--- src/rtl/window_gen.sv ---
// Streaming KxK sliding-window generator: raster pixels in, one window per channel
// for every valid (unpadded) output position out, with a 1-cycle registered latency.
module window_gen #(
    parameter int unsigned WidthIn     = 1,
    parameter int unsigned KernelWidth = 3,
    parameter int unsigned InChannels  = 2,
    parameter int unsigned ImageWidth  = 640,
    parameter int unsigned ImageHeight = 480,
    localparam int unsigned KernelArea = KernelWidth * KernelWidth
) (
    input  logic                                               clk_i,
    input  logic                                               reset_i,
    input  logic                                               valid_i,
    output logic                                               ready_o,
    input  logic [InChannels-1:0][WidthIn-1:0]                 data_i,
    output logic                                               valid_o,
    input  logic                                               ready_i,
    output logic [InChannels-1:0][KernelArea-1:0][WidthIn-1:0] windows_o,
    output logic                                               last_o
);

    localparam int unsigned ColW  = $clog2(ImageWidth);
    localparam int unsigned RowW  = $clog2(ImageHeight);
    localparam int unsigned Lines = KernelWidth - 1;

    localparam logic [ColW-1:0] ColLast  = ColW'(ImageWidth - 1);
    localparam logic [RowW-1:0] RowLast  = RowW'(ImageHeight - 1);
    localparam logic [ColW-1:0] ColFirst = ColW'(KernelWidth - 1);
    localparam logic [RowW-1:0] RowFirst = RowW'(KernelWidth - 1);

    typedef logic [WidthIn-1:0] sample_t;

    logic [ColW-1:0] col_q, col_d;
    logic [RowW-1:0] row_q, row_d;
    logic            valid_q, valid_d;
    logic            last_q, last_d;
    logic            accept;

    sample_t win_q      [InChannels][KernelWidth][KernelWidth];
    sample_t win_d      [InChannels][KernelWidth][KernelWidth];
    sample_t lb_q       [InChannels][Lines][ImageWidth];
    sample_t lb_wdata_d [InChannels][Lines];
    sample_t col_vec    [InChannels][KernelWidth];

    assign ready_o = ~valid_q | ready_i;
    assign accept  = valid_i & ready_o;
    assign valid_o = valid_q;
    assign last_o  = last_q;

    // Next-state: counters, output flags, line-buffer write data and window shift.
    always_comb begin
        col_d   = col_q;
        row_d   = row_q;
        valid_d = valid_q & ~ready_i;
        last_d  = last_q & ~ready_i;
        win_d   = win_q;

        // Column entering the window: buffered lines on top (oldest first), live pixel at the bottom.
        for (int unsigned ch = 0; ch < InChannels; ch++) begin
            for (int unsigned l = 0; l + 1 < Lines; l++) begin
                lb_wdata_d[ch][l] = lb_q[ch][l+1][col_q];
            end
            lb_wdata_d[ch][Lines-1] = data_i[ch];
            for (int unsigned r = 0; r < Lines; r++) begin
                col_vec[ch][r] = lb_q[ch][r][col_q];
            end
            col_vec[ch][Lines] = data_i[ch];
        end

        if (accept) begin
            for (int unsigned ch = 0; ch < InChannels; ch++) begin
                for (int unsigned r = 0; r < KernelWidth; r++) begin
                    for (int unsigned c = 0; c + 1 < KernelWidth; c++) begin
                        win_d[ch][r][c] = win_q[ch][r][c+1];
                    end
                    win_d[ch][r][KernelWidth-1] = col_vec[ch][r];
                end
            end

            valid_d = (col_q >= ColFirst) && (row_q >= RowFirst);
            last_d  = (col_q == ColLast) && (row_q == RowLast);

            if (col_q == ColLast) begin
                col_d = '0;
                row_d = (row_q == RowLast) ? '0 : row_q + RowW'(1);
            end else begin
                col_d = col_q + ColW'(1);
            end
        end
    end

    always_ff @(posedge clk_i) begin
        if (reset_i) begin
            col_q   <= '0;
            row_q   <= '0;
            valid_q <= 1'b0;
            last_q  <= 1'b0;
            for (int unsigned ch = 0; ch < InChannels; ch++) begin
                for (int unsigned r = 0; r < KernelWidth; r++) begin
                    for (int unsigned c = 0; c < KernelWidth; c++) begin
                        win_q[ch][r][c] <= '0;
                    end
                end
            end
        end else begin
            col_q   <= col_d;
            row_q   <= row_d;
            valid_q <= valid_d;
            last_q  <= last_d;
            win_q   <= win_d;
        end
    end

    // Line buffers hold no reset; their contents only reach a valid window after refill.
    always_ff @(posedge clk_i) begin
        if (accept) begin
            for (int unsigned ch = 0; ch < InChannels; ch++) begin
                for (int unsigned l = 0; l < Lines; l++) begin
                    lb_q[ch][l][col_q] <= lb_wdata_d[ch][l];
                end
            end
        end
    end

    always_comb begin
        windows_o = '0;
        for (int unsigned ch = 0; ch < InChannels; ch++) begin
            for (int unsigned r = 0; r < KernelWidth; r++) begin
                for (int unsigned c = 0; c < KernelWidth; c++) begin
                    windows_o[ch][r*KernelWidth+c] = win_q[ch][r][c];
                end
            end
        end
    end

endmodule
--- config.mk ---
export PLATFORM = sky130hd
export DESIGN_NAME = window_gen
export DESIGN_NICKNAME = d
export VERILOG_FILES = /design/src/rtl/window_gen.sv
export SDC_FILE = /design/constraint.sdc
export NUM_CORES = 2
export LEC_CHECK = 0
export CORE_MARGIN = 3
export CORE_UTILIZATION = 55
export CTS_BUF_LIST = sky130_fd_sc_hd__clkbuf_8
export CTS_CLUSTER_DIAMETER = 40
export DETAILED_ROUTE_END_ITERATION = 6
export GPL_ROUTABILITY_DRIVEN = 0
export PLACE_DENSITY_LB_ADDON = 0.3
export SLEW_MARGIN = 10
export SYNTH_ARGS = -nofsm -noshare
export SYNTH_HDL_FRONTEND = slang
export SYNTH_SLANG_ARGS = --single-unit
--- constraint.sdc ---
create_clock -name clk_i -period 8.29 [get_ports clk_i]
set_input_delay 1.658 -clock clk_i [delete_from_list [all_inputs] [get_ports clk_i]]
set_output_delay 1.658 -clock clk_i [all_outputs]
set_load 0.005 [all_outputs]
# Word-level counts from Yosys, hierarchy flattened

Memories as Yosys holds them, arrays and structs flattened.
Cells that the tools add are included.

Add/sub/neg operators: 2
Magnitude comparators: 4
Eq/ne operators: 2
Muxes and demuxes: 20
Bitwise logic cells: 7
Reduce and logical (&&, ||, !) cells: 4

Operators by type and width:

| kind                                                  | number |
|---|---|
| two-way mux 640 bit                                   | 1 |
| binary-select mux 1 bit (select 10 bit)               | 4 |
| two-way mux 1 bit                                     | 12 |
| >= comparator 11 bit (second input constant)          | 1 |
| < comparator 11 x 1 -> 1 bit (second input constant)  | 1 |
| inverter 10 -> 11 bit                                 | 1 |
| adder 10 x 1 -> 10 bit (second input constant)        | 1 |
| demux 1 bit (select 10 bit)                           | 1 |
| == test 10 bit (second input constant)                | 1 |
| >= comparator 10 x 2 -> 1 bit (second input constant) | 1 |
| two-way mux 10 bit                                    | 1 |
| adder 9 x 1 -> 9 bit (second input constant)          | 1 |
| == test 9 bit (second input constant)                 | 1 |
| >= comparator 9 x 2 -> 1 bit (second input constant)  | 1 |
| two-way mux 9 bit                                     | 1 |
| bitwise AND 1 bit                                     | 3 |
| logical AND 1 bit                                     | 3 |
| inverter 1 bit                                        | 2 |
| AND reduction 2 bit                                   | 1 |
| OR 1 bit                                              | 1 |

Register bits after elaboration: 39
RAM bits: 2560
Bits of input ports: 6
Output and inout port bits: 21
Logic and storage cells: 62
Memories kept: 1

Memories:

| name | depth | bits a word | read ports | clocked after memory_dff | write ports | line | RTL |
|---|---|---|---|---|---|---|---|
| lb_q | 2     | 1280        | 2          | 0                        | 2           | 41   | `sample_t lb_q [InChannels][Lines][ImageWidth];` |

# Longest topological paths before layout

Depth after elaboration: 6
Gate-level depth with buffers: 14
Mapped depth without buffers: 9

# Least setup slack after synthesis

OpenSTA, ideal clock, no wires.

Kind: reg2reg
Start point: reg col_q[3]
End point: mem lb_q[1][1000] in the netlist's numbering (data pin)
Setup time: 0.698 ns
Arrival: 4.546 ns
Required time: 7.592 ns
Path slack: 3.046 ns
Cell stages (with the launch flop): 10
Buffers on the path: 4
Period minus slack after synthesis: 5.244 ns
Cell sequence: dfxtp_1 -> buf_2 -> buf_6 -> buf_6 -> nor4b_1 -> clkbuf_1 -> a221oi_1 -> a311o_1 -> a31oi_1 -> or4_4

RTL lines:

| item                   | line | RTL |
|---|---|---|
| from (decl)            | 33   | `logic [ColW-1:0] col_q, col_d;` |
| from (signal assigned) | 106  | `col_q <= col_d;` |
| to (decl)              | 41   |  |

==> impl_metrics.toml <==
[status]
status = "complete, but fails checks"
violations = "design-rule violations"

[pwr]
power.density_nw_per_um2 = 227
p_leak_nw = 34.3
power.total_mw = 25.7
vdd_drop_max_mv = 0.149

[die]
rows = 157
coreArea_um2 = 184000
fp.dieW_um = 438
die_height_um = 438
dieArea_um2 = 192000
initial_core_util_pct = 55.7
io_pins = 27

[synth]
syn_nets = 6085
synthCells = 6073
synth_area_leaders = "edfxtp_1 (75%), mux2i_1 (9.4%), nor2_1 (2.8%)"
synthArstFlopShare_pct = 0
synth_flop_cell = "edfxtp_1"
synth-seq-cells = 2599
syn_avg_cell_area_um2 = 16.9
synth-edff-count = 2560
synth_top_cell_by_area = "edfxtp_1"
yosysUniqueCellTypes = 82
synth_top_cell_area_share_pct = 74.9
syn_area_um2 = 103000
ys_seq_area_share_pct = 75.6
ys.warnings.count = 0

[final_layout]
fin_cells = 9053
drive_gt1_share_pct = 13.6
nets = 6270
utilization_pct = 61.4
most-common-layout-cells = "edfxtp_1 (2,560), mux2i_1 (960), nor2_1 (753)"
final_area_um2 = 113000
final_common_cell = "edfxtp_1"
area_delta_synth_final_pct = 10.1

[global_route]
antenna_found_initial = 16
grt_pass1_wl_um = 426000
gr-total-overflow = 0
track_usage_pct = 31.2
grt_max_degree = 222
grt_pass1_vias = 57900

[worst_setup_path]
crit_type = "register to register"
critPathMaxFanout = 159
r2r-end = "lb_q[1][1003]"
crit_arrival_ns = 6.61
rrSetupSlack_ns = 2.29
endpoint_kind = "register"
critPathRequiredTime_ns = 8.90
worst_r2r_path_depth = 8
worstSetupStartpointType = "register"
reg2reg_from = "col_q[4]"

[drt]
viasPerCell = 6.62
route.detailed.drc = 2
post_drt_wl_per_cell_um = 33.4
drt_pre_antenna_iters = 7
final_antenna_net_count = 0
drtIter0Drc = 9708
wl_um = 302000
dr_total_vias = 59900

[cts]
clkSinkCount = 2599
htree_levels = 5
clkTransAtPathRegs_ns = 0.06
clock_path_buffers = 4
cts_tree = "yes"
cts-buffers-inserted = 418
cts_hold_buf = 0
cts-root-buf = "clkbuf_8"
post_cts_resized = 0
post-cts-setup-buffers = 0
clk_latency_ns = 1.13

[sta]
skew_ns = 0.127
drv_slew = 0
slew_headroom_pct = 11.9
tightest_slew_ns = 1.32
grt_setup_unrepaired = "false"
period_share_pct = 72.4
holdWs_ns = 0.455
setup_violations = 0
max_freq_mhz = 167
fin_ws_ns = 2.29
finalHoldViolCount = 0
fin_crit_ns = 6.00
tns_ns = 0

[placement]
dp_cells = 8302
place_ws_ns = 2.50
placed_cell_area_um2 = 106000
port_buffers = 26
hpwl_um = 177000

[min_path]
hold_end = "windows_o[15]"
hold_depth = 2
holdCritStartpoint = "windows_o[15]"
hp-class = "register to register"

[flow_run]
max_cap_viol_count = 0
report_power, final:
part           internal, mW  total, mW  switching [mW]
clock network          4.98       9.88            4.90
logic                 0.339       1.17           0.831
registers              14.6       14.6          0.0194
how the worst max path moves through the flow:
stage / start / endpoint / slack [ns] / cells past startpoint
global placement: col_q[0] / lb_q[1][651] / 1.72 / 9
detailed placement: col_q[0] / lb_q[0][827] / 2.50 / 10
CTS: col_q[0] / windows_o[5] / 2.46 / 11
finish: col_q[4] / lb_q[1][1003] / 2.29 / 8
floorplan: col_q[3] / lb_q[1][1000] / 3.05 / 9
global route: col_q[0] / windows_o[5] / 2.11 / 11
cell usage after synthesis, drive strengths merged (20+ instances only):
master     n
edfxtp  2560
mux2i    960
nor2     754
o22ai    399
buf      240
clkbuf   193
nand2    136
mux4     103
nor4      91
o21ai     62
mux2      58
a21oi     57
nand3     51
nor3      49
dfxtp     39
a22oi     31
a222oi    29
nand4     25
a221oi    20
layout make-up:
cell class | instances | area [um2]
Clock inverter | 305 | 1460
Clock buffer | 425 | 5850
Inverter | 5 | 18.8
Timing Repair Buffer | 198 | 1860
Fill cell | 13300 | 71200
Multi-Input combinational cell | 3036 | 23100
Tap cell | 2464 | 3080
Sequential cell | 2599 | 77700
Antenna cell | 21 | 52.6
kinds of logic after synthesis:
kind of cell	count (synthesis)	share of synthesized area (%)
DFF	2599	75.6
and+or+nand+nor	1182	5.07
muxes	1121	12.3
AOI/OAI and AO/OA	712	4.61
buffers and inverters	438	2.24
xor gates and xnor gates	15	0.128
adders and majority gates	6	0.0731
worst max-delay path, stage by stage (launching register included):
cell	delay [ns]
dfxtp_4	1.01
or4b_2	0.73
buf_4	0.34
o22ai_1	0.12
or4_1	0.53
a2111oi_1	0.99
a221oi_1	0.46
or4_4	0.82
buf_12	0.31
registers in the layout, summed over array words and instances (netlist names):
| register | cells |
|---|---|
| col_q | 10 |
| last_o | 1 |
| lb_q | 2560 |
| row_q | 9 |
| valid_o | 1 |
| windows_o | 18 |
layer usage:
layer	GRT usage, %	share of wire (%)
met5	0	0.013
met4	15.5	5.5
met3	9.57	14
met2	45.9	44
met1	42.7	36
Power figures use the tool's default switching activity.
